===== config.mk =====
export PLATFORM = sky130hd
export DESIGN_NAME = mem_bus_arbiter
export DESIGN_NICKNAME = d
export VERILOG_FILES = /design/src/rtl/mem_bus_arbiter.sv
export SDC_FILE = /design/constraint.sdc
export NUM_CORES = 1
export LEC_CHECK = 0
export BUFFER_PORTS_ARGS = -buffer_cell sky130_fd_sc_hd__buf_4
export CAP_MARGIN = 20
export CORE_ASPECT_RATIO = 0.7
export CORE_MARGIN = 2
export CORE_UTILIZATION = 46
export DETAILED_ROUTE_END_ITERATION = 6
export GPL_TIMING_DRIVEN = 0
export PLACE_DENSITY = 0.9
export SLEW_MARGIN = 20
export SYNTH_ARGS = -nofsm -noshare
export SYNTH_HDL_FRONTEND = slang
export SYNTH_SLANG_ARGS = --single-unit

===== constraint.sdc =====
create_clock -name clk -period 1.85 [get_ports clk]
set_input_delay 0.185 -clock clk [delete_from_list [all_inputs] [get_ports clk]]
set_output_delay 0.185 -clock clk [all_outputs]
set_load 0.01 [all_outputs]

===== src/rtl/mem_bus_arbiter.sv =====
// Arbitrates the single-port memory between the CPU and the debug/loader port.
// Every access holds mem_en for WAIT_CYC+1 cycles, then pulses done/ack once.
module mem_bus_arbiter #(
    parameter int unsigned AW       = 8,
    parameter int unsigned DW       = 8,
    parameter int unsigned WAIT_CYC = 1   // 0..3; must be >=1 for synchronous-read RAM
) (
    input  logic          clk,
    input  logic          rst_n,

    input  logic          cpu_req,
    input  logic          cpu_we,
    input  logic [AW-1:0] cpu_addr,
    input  logic [DW-1:0] cpu_wdata,
    output logic [DW-1:0] cpu_rdata,
    output logic          cpu_done,

    input  logic          dbg_req,
    input  logic          dbg_we,
    input  logic [AW-1:0] dbg_addr,
    input  logic [DW-1:0] dbg_wdata,
    output logic [DW-1:0] dbg_rdata,
    output logic          dbg_ack,
    input  logic          dbg_lock,

    output logic          mem_en,
    output logic          mem_we,
    output logic [AW-1:0] mem_addr,
    output logic [DW-1:0] mem_wdata,
    input  logic [DW-1:0] mem_rdata,

    output logic          gnt_dbg,
    output logic          busy
);
    localparam int unsigned CW = 2;

    typedef enum logic [1:0] {
        ST_IDLE   = 2'd0,
        ST_ACCESS = 2'd1,
        ST_RESP   = 2'd2
    } state_e;

    state_e        state_q, state_d;
    logic          owner_dbg_q, owner_dbg_d;
    logic          last_dbg_q, last_dbg_d;
    logic          we_q, we_d;
    logic [AW-1:0] addr_q, addr_d;
    logic [DW-1:0] wdata_q, wdata_d;
    logic [CW-1:0] cnt_q, cnt_d;
    logic [DW-1:0] cpu_rdata_q, cpu_rdata_d;
    logic [DW-1:0] dbg_rdata_q, dbg_rdata_d;
    logic          cpu_elig, dbg_elig, pick_dbg;

    always_comb begin
        state_d     = state_q;
        owner_dbg_d = owner_dbg_q;
        last_dbg_d  = last_dbg_q;
        we_d        = we_q;
        addr_d      = addr_q;
        wdata_d     = wdata_q;
        cnt_d       = cnt_q;
        cpu_rdata_d = cpu_rdata_q;
        dbg_rdata_d = dbg_rdata_q;

        cpu_elig = cpu_req & ~dbg_lock;
        dbg_elig = dbg_req;
        // On a tie the port served last loses.
        pick_dbg = dbg_elig & (~cpu_elig | ~last_dbg_q);

        case (state_q)
            ST_IDLE: begin
                if (cpu_elig | dbg_elig) begin
                    state_d     = ST_ACCESS;
                    owner_dbg_d = pick_dbg;
                    we_d        = pick_dbg ? dbg_we    : cpu_we;
                    addr_d      = pick_dbg ? dbg_addr  : cpu_addr;
                    wdata_d     = pick_dbg ? dbg_wdata : cpu_wdata;
                    cnt_d       = CW'(WAIT_CYC);
                end
            end
            ST_ACCESS: begin
                if (cnt_q == '0) begin
                    state_d = ST_RESP;
                    if (!we_q) begin
                        if (owner_dbg_q) dbg_rdata_d = mem_rdata;
                        else             cpu_rdata_d = mem_rdata;
                    end
                end else begin
                    cnt_d = cnt_q - CW'(1);
                end
            end
            ST_RESP: begin
                last_dbg_d = owner_dbg_q;
                state_d    = ST_IDLE;
            end
            default: state_d = ST_IDLE;
        endcase
    end

    always_ff @(posedge clk or negedge rst_n) begin
        if (!rst_n) begin
            state_q     <= ST_IDLE;
            owner_dbg_q <= 1'b0;
            last_dbg_q  <= 1'b1;
            we_q        <= 1'b0;
            addr_q      <= '0;
            wdata_q     <= '0;
            cnt_q       <= '0;
            cpu_rdata_q <= '0;
            dbg_rdata_q <= '0;
        end else begin
            state_q     <= state_d;
            owner_dbg_q <= owner_dbg_d;
            last_dbg_q  <= last_dbg_d;
            we_q        <= we_d;
            addr_q      <= addr_d;
            wdata_q     <= wdata_d;
            cnt_q       <= cnt_d;
            cpu_rdata_q <= cpu_rdata_d;
            dbg_rdata_q <= dbg_rdata_d;
        end
    end

    // Strobes decode from state only, so no request input reaches an output.
    assign mem_en    = (state_q == ST_ACCESS);
    assign mem_we    = mem_en & we_q;
    assign mem_addr  = addr_q;
    assign mem_wdata = wdata_q;
    assign cpu_done  = (state_q == ST_RESP) & ~owner_dbg_q;
    assign dbg_ack   = (state_q == ST_RESP) &  owner_dbg_q;
    assign gnt_dbg   = (state_q != ST_IDLE) &  owner_dbg_q;
    assign busy      = (state_q != ST_IDLE);
    assign cpu_rdata = cpu_rdata_q;
    assign dbg_rdata = dbg_rdata_q;

endmodule

==> results of run 1 <==
-- final timing paths --
kind                       slack [ns]                       end  cells past startpoint
max in group asynchronous        1.09    last_dbg_q$_DFFE_PN1N_                      2
setup reg to reg                 0.36  cpu_rdata[6]$_DFFE_PN0P_                      5
setup / recovery                 0.36  cpu_rdata[6]$_DFFE_PN0P_                      5
hold reg to reg                  0.50  dbg_rdata[2]$_DFFE_PN0P_                      1
min in group asynchronous        0.40  cpu_rdata[3]$_DFFE_PN0P_                      2
hold / removal                   0.12  dbg_rdata[2]$_DFFE_PN0P_                      2
-- flip-flops by register name, summed over array words and instances, names as in the netlist --
name         flops
cpu_rdata        8
mem_addr         8
dbg_rdata        8
mem_wdata        8
owner_dbg_q      1
we_q             1
last_dbg_q       1
state_q          2
cnt_q            2
-- cells by family after synthesis --
logic type | synth area share
muxes | 0.125
adders and majority gates | 0.0142
buffers and inverters | 0.0481
AOI/OAI and AO/OA | 0.0757
and+or+nand+nor | 0.184
DFF | 0.553
-- area by class of cell --
type                            count  share of cell area
Timing Repair Buffer               85               0.251
Tap cell                           50              0.0245
Buffer                              8              0.0274
Clock inverter                      3             0.00588
Multi-Input combinational cell    108               0.276
Inverter                            4             0.00588
Sequential cell                    39               0.382
Clock buffer                        5              0.0269
-- timing repair --
action | CTS | global route
resized for setup | 0 | 0
setup buffers | 0 | 0
endpoints found under the hold margin | 38 | 0
hold buffers | 1 | 0
setup endpoints to repair | 0 | 0
-- where the power goes --
part           internal, mW  switching [mW]  total [mW]
Sequential             1.29           0.264        1.55
Clock                 0.258           0.293       0.551
Combinational          1.11           0.924        2.04
-- routing by layer --
layer | track usage | wire, microns | up-vias | part of all wire
met5 | 0 | 0 | - | 0
met4 | 0.0752 | 50 | 0 | 0.012
met3 | 0.0844 | 455 | 7 | 0.11
met2 | 0.346 | 2000 | 74 | 0.47
met1 | 0.244 | 1790 | 687 | 0.42
li1 | - | - | 720 | -
-- placed cells by master (no fill, tap or decap) --
master	count
nand2b_1	2
o21a_1	1
mux2_4	8
a31oi_1	17
nor2b_4	1
mux2_1	6
clkbuf_8	5
a21o_1	1
nand4b_4	1
buf_2	2
and2_1	1
ha_1	2
and4b_1	1
and2_2	2
nand3b_1	1
dfrtp_1	38
buf_4	86
o22ai_1	2
mux2_2	3
dfstp_2	1
nor2b_1	1
buf_6	4
nand2_2	1
nand2_1	35
dlygate4sd3_1	1
nand2b_4	1
nor2_1	21
clkinv_2	3
inv_1	4
-- through the flow --
| step | cells | setup WS (ns) | power (mW) | area (sq um) | hold WS (ns) |
|---|---|---|---|---|---|
| 2_1_floorplan | 159 | 0.449 | 2.64 | 1770 | -0.111 |
| 3_3_place_gp | 293 | 0.380 | 3.52 | 2460 | 0.174 |
| 3_5_place_dp | 293 | 0.348 | 3.62 | 2460 | 0.180 |
| 4_1_cts | 302 | 0.342 | 4.19 | 2550 | 0.117 |
| 5_1_grt | 302 | 0.291 | 4.42 | 2550 | 0.119 |
| 6_report | 302 | 0.357 | 4.14 | 2550 | 0.123 |
-- critical path, delay by kind of cell, from the launching register on --
family | cells | cell delay [ns]
buffers and inverters | 2 | 0.27
muxes | 1 | 0.31
adders and majority gates | 1 | 0.22
and+or+nand+nor | 1 | 0.22
DFF | 1 | 0.36
==> flow_summary_export.csv, run 1 <==
group,metric,value,unit
worst_setup_path,slowest_delay,0.36,ns
clocking,clk_latency,0.29,ns
timing,finalCritPeriodShare,0.807,
worst_setup_path,crit_path_cell_trace,"inv_1 -> ha_1 -> and4b_1 -> buf_6 -> mux2_4",
synth,synth_edf_count,0,
place,place_hpwl,3280,microns
pwr,leakagePower,1.29,nW
timing,setup_tns,0,ns
timing,setup_viol,0,
final_layout,fillers,289,
routing,ant_nets,0,
routing,wl_per_cell,14.2,microns
timing,relSlewSlack,0.683,
worst_setup_path,required,2.03,ns
timing,period_needed,1.49,ns
clocking,clock_path_buffers,2,
clocking,clkSinkCount,39,
worst_setup_path,crit_fanout,8,
synth,yosysSeqAreaShare,0.553,
routing,num_vias,1488,
clocking,cts-root-buf,"clkbuf_8",
worst_setup_path,r2r_start,"cnt_q[0]$_DFFE_PN0P_",
final_layout,diodes,0,
place,gp_congestion,0.715,
timing,tightest_slew,0.475,ns
synth,syn_avg_cell_area,11.1,sq um
global_route,antenna_found_initial,0,
synth,async_reset_ff_frac,1.00,
floorplanning,start_util,0.491,
floorplanning,rows,18,
synth,synth_cell_type_count,26,
clocking,cts-buffers-inserted,5,
final_layout,final_core_util,0.709,
synth,synth_top_area_cell,"dfrtp_1",
routing,drt-pass1-iter-count,4,
synth,netlist_top_cells_count,"dfrtp_1 (38), nand2_1 (35), nor2_1 (21), a31oi_1 (17), mux2_4 (8)",
synth,ys_warn_count,0,
timing,hold_viol_final,0,
synth,synth_nets,208,
synth,ys_ff_latch,39,
final_layout,nNetsFinal,300,
routing,drcViolationCount,0,
worst_hold_path,worstHoldStart,"mem_rdata[2]",
place,portBuffers,84,
worst_hold_path,hold_class,"in -> reg",
worst_setup_path,critPathLaunchType,"flop",
global_route,grt_pass1_wl,6980,microns
final_layout,drive_gt1_frac,0.468,
worst_setup_path,cp-startpoint,"cnt_q[0]$_DFFE_PN0P_",
synth,synth_flop_cell,"dfrtp_1",
clocking,cts_tree,"done",
synth,syn_area,0.00177,sq mm
floorplanning,fp.dieArea,0.00436,sq mm
synth,synthCells,159,
timing,fin_skew,0.00275,ns
floorplanning,design.core.area,0.00360,sq mm
synth,synth_area_leaders,"dfrtp_1 (54%), nand2_1 (7.4%), mux2_4 (6.8%), a31oi_1 (6.0%), nor2_1 (4.5%)",
global_route,grt_max_degree,40,
timing,fmax,670,MHz
floorplanning,fp.dieH,55.9,microns
outcome,outcome,"completed",
routing,vias_per_cell,4.93,
pwr,p_per_area,1620,mW/mm^2
floorplanning,die_width,78.1,microns
pwr,ir_worst_vdd,0.735,mV
final_layout,regArea,977,sq um
synth,yosys.cell_count.top_type,"dfrtp_1",
synth,yosysTopAreaCellShare,0.538,
routing,wirelength,4300,microns
global_route,grtUsageTotal,0.208,
worst_setup_path,arrival,1.67,ns
clocking,path_clk_slew,0.08,ns
global_route,grt_overflow,0,
timing,drv_slew,0,
clocking,htree_levels,2,
worst_setup_path,critPathSlowestCell,"dfrtp_1",
run,maxCapViolCount,0,
final_layout,multi_input_area,706,sq um
floorplanning,boundaryPins,85,
routing,first_iter_violations,38,
worst_setup_path,worstSetupPathType,"reg -> reg",
final_layout,area_growth,44.5,%
timing,rsz0062_at_grt,"no",
global_route,grt_pass1_vias,1489,
worst_setup_path,cp-end-kind,"flop",
Note: power is estimated with default switching activity, not from simulation.
==> inputs of run 2 (changes only) <==
- ABC_AREA: default -> 1
- CORE_UTILIZATION: 46 -> 43
- PLACE_DENSITY: 0.9 -> 0.86
- clock period: 1.85 -> 1.3 ns (I/O delays scaled with it)
==> run 2 against run 1 <==
Net effect: count of clock-buffer cells in the layout increased by 1; cell area rose by 23%; sequential cell count stayed put; non-clock buffer count up 17; die area is 23% higher; hold slack got worse by 0.014 ns; wire length up 28%; clock power rose by 89%; worst setup slack got worse by 0.34 ns; critical path depth is 1 higher; via count grew 35%; total power grew 72%.
==> flow_summary_export.csv, run 2 <==
group,metric,value,unit
outcome,outcome,"completed",
run,maxCapViolCount,0,
timing,relSlewSlack,0.669,
synth,synthCells,258,
clocking,htree_levels,2,
routing,ant_nets,0,
routing,first_iter_violations,120,
final_layout,final_core_util,0.668,
routing,drt-pass1-iter-count,5,
clocking,clock_path_buffers,2,
final_layout,fin_area,0.00314,sq mm
synth,synth_top_area_cell,"dfrtp_1",
floorplanning,die_width,86.6,microns
synth,syn_avg_cell_area,7.97,sq um
synth,yosysTopAreaCellShare,0.463,
synth,syn_area,0.00206,sq mm
synth,async_reset_ff_frac,1.00,
worst_setup_path,crit_fanout,8,
final_layout,nNetsFinal,414,
final_layout,area_growth,52.8,%
worst_setup_path,cp_num_buf_inv,1,
floorplanning,fp.dieArea,0.00536,sq mm
place,portBuffers,83,
synth,synth_edf_count,0,
final_layout,final_common_cell,"buf_4",
global_route,grt_pass1_wl,8900,microns
final_layout,diodes,0,
worst_hold_path,hold_class,"in -> reg",
synth,ys_warn_count,0,
place,place_hpwl,3750,microns
pwr,power,7.10,mW
timing,hold_viol_final,0,
final_layout,layout_common_cells,"buf_4 (96), nand2_1 (75), inv_1 (44)",
worst_setup_path,slowest_delay,0.45,ns
synth,netlist_top_cells_count,"nand2_1 (85), inv_1 (47), dfrtp_1 (38), nand3_1 (34)",
place,placed_area,0.00275,sq mm
synth,ys_ff_latch,39,
routing,vias_per_cell,4.76,
worst_setup_path,required,1.48,ns
place,gp_congestion,0.752,
global_route,grtUsageTotal,0.212,
worst_setup_path,critPathSlowestCell,"dfrtp_2",
floorplanning,rows,21,
floorplanning,design.core.area,0.00470,sq mm
worst_setup_path,crit_path_cell_trace,"inv_2 -> nand2_2 -> nor2_4 -> nand3_4 -> nand2_2 -> nand2_1",
clocking,clkSinkCount,39,
timing,setup_tns,0,ns
final_layout,multi_input_area,873,sq um
timing,fmax,776,MHz
floorplanning,boundaryPins,85,
worst_setup_path,cp_top_family,"simple AND/OR/NAND/NOR gates",
synth,synth_flop_cell,"dfrtp_1",
final_layout,layout.cells.non_filler,423,
worst_setup_path,crit_top_cell,"nand2_2",
timing,period_needed,1.29,ns
synth,synth_nets,307,
floorplanning,start_util,0.437,
clocking,cts-root-buf,"clkbuf_8",
timing,drv_slew,0,
clocking,cts_tree,"done",
timing,setup_viol,0,
clocking,path_clk_slew,0.08,ns
pwr,leakagePower,1.78,nW
final_layout,regArea,980,sq um
routing,wirelength,5510,microns
global_route,grt_max_degree,40,
floorplanning,fp.dieH,61.9,microns
synth,yosys.cell_count.top_type,"nand2_1",
worst_setup_path,critPathLaunchType,"flop",
timing,tightest_slew,0.497,ns
clocking,clk_latency,0.28,ns
final_layout,fillers,370,
place,dp.cells,398,
synth,synth_cell_type_count,22,
timing,finalCritPeriodShare,0.991,
pwr,ir_worst_vdd,0.943,mV
timing,fin_skew,0.00856,ns
synth,yosysSeqAreaShare,0.475,
routing,num_vias,2014,
global_route,antenna_found_initial,0,
final_layout,drive_gt1_frac,0.443,
timing,rsz0062_at_grt,"yes",
worst_setup_path,arrival,1.47,ns
clocking,cts-buffers-inserted,5,
routing,drcViolationCount,0,
worst_setup_path,cp-end-kind,"flop",
global_route,grt_overflow,0,
synth,synth_area_leaders,"dfrtp_1 (46%), nand2_1 (16%), inv_1 (8.6%), nand3_1 (8.3%), o21ai_2 (3.4%)",
routing,wl_per_cell,13.0,microns
global_route,grt_pass1_vias,1920,
worst_setup_path,worstSetupPathType,"reg -> reg",
pwr,p_per_area,2260,mW/mm^2
run 2: power by group:
group	internal (mW)	leakage, nW	switching, mW	total (mW)
logic	1.83	1.25	1.94	3.76
clock network	0.621	0.0612	0.421	1.04
registers	1.84	0.468	0.455	2.30
total	4.29	1.78	2.81	7.10
run 2: layout make-up:
type | instances | share of cell area
plain buffers | 9 | 0.0295
clock buffers | 6 | 0.0263
clock inverters | 2 | 0.0112
inverters | 52 | 0.0645
multi-input cells | 157 | 0.278
flip-flops and latches | 39 | 0.312
well taps | 57 | 0.0227
repair buffers | 101 | 0.256
run 2: worst register-to-register path, cell delays in order (launching register included):
cell and delay [ns]:
dfrtp_2 0.45, inv_2 0.10, nand2_2 0.10, nor2_4 0.23
nand3_4 0.17, nand2_2 0.09, nand2_1 0.06
run 2: path summary, 6_finish.rpt:
| kind | slack [ns] | start | cells past startpoint | end |
|---|---|---|---|---|
| max | 0.01 | state_q[1]$_DFFE_PN0P_ | 6 | cpu_rdata[4]$_DFFE_PN0P_ |
| min | 0.11 | mem_rdata[5] | 3 | dbg_rdata[5]$_DFFE_PN0P_ |
| max reg2reg | 0.01 | state_q[1]$_DFFE_PN0P_ | 6 | cpu_rdata[4]$_DFFE_PN0P_ |
| min reg2reg | 0.48 | cpu_rdata[3]$_DFFE_PN0P_ | 2 | cpu_rdata[3]$_DFFE_PN0P_ |
| max in group asynchronous | 0.57 | rst_n | 2 | state_q[1]$_DFFE_PN0P_ |
| min in group asynchronous | 0.35 | rst_n | 2 | mem_addr[3]$_DFFE_PN0P_ |
run 2: routing by layer:
| layer | part of all wire | track usage | vias to the layer above |
|---|---|---|---|
| li1 | - | - | 1003 |
| met1 | 0.45 | 0.294 | 924 |
| met2 | 0.47 | 0.346 | 83 |
| met3 | 0.076 | 0.0555 | 4 |
| met4 | 0.0033 | 0.0402 | 0 |
| met5 | 0 | 0 | - |
run 2: per-stage QoR:
stage                     hold WS, ns  setup slack [ns]
after detailed placement        0.129            -0.104
after global placement          0.125           -0.0827
after global routing            0.104           -0.0494
after floorplan                -0.166            0.0301
after CTS                      0.0929           -0.0104
final                           0.109            0.0121
run 2: cells by family (layout without fill, tap and decap cells):
kind of cell,after synthesis,count (layout),share of synthesized area
and+or+nand+nor,143,143,0.327
buffers and inverters,62,170,0.136
DFF,39,39,0.475
AOI/OAI and AO/OA,12,12,0.0493
adders and majority gates,2,2,0.0122
run 2: what timing repair did:
| item | in CTS | in global routing |
|---|---|---|
| hold buffers | 1 | 0 |
| endpoints found under the setup margin | 21 | 31 |
| endpoints found under the hold margin | 38 | 0 |
| gates resized for setup | 14 | 23 |
| setup buffers | 7 | 9 |
| pin swaps | 3 | 6 |
| cloned | 1 | 0 |
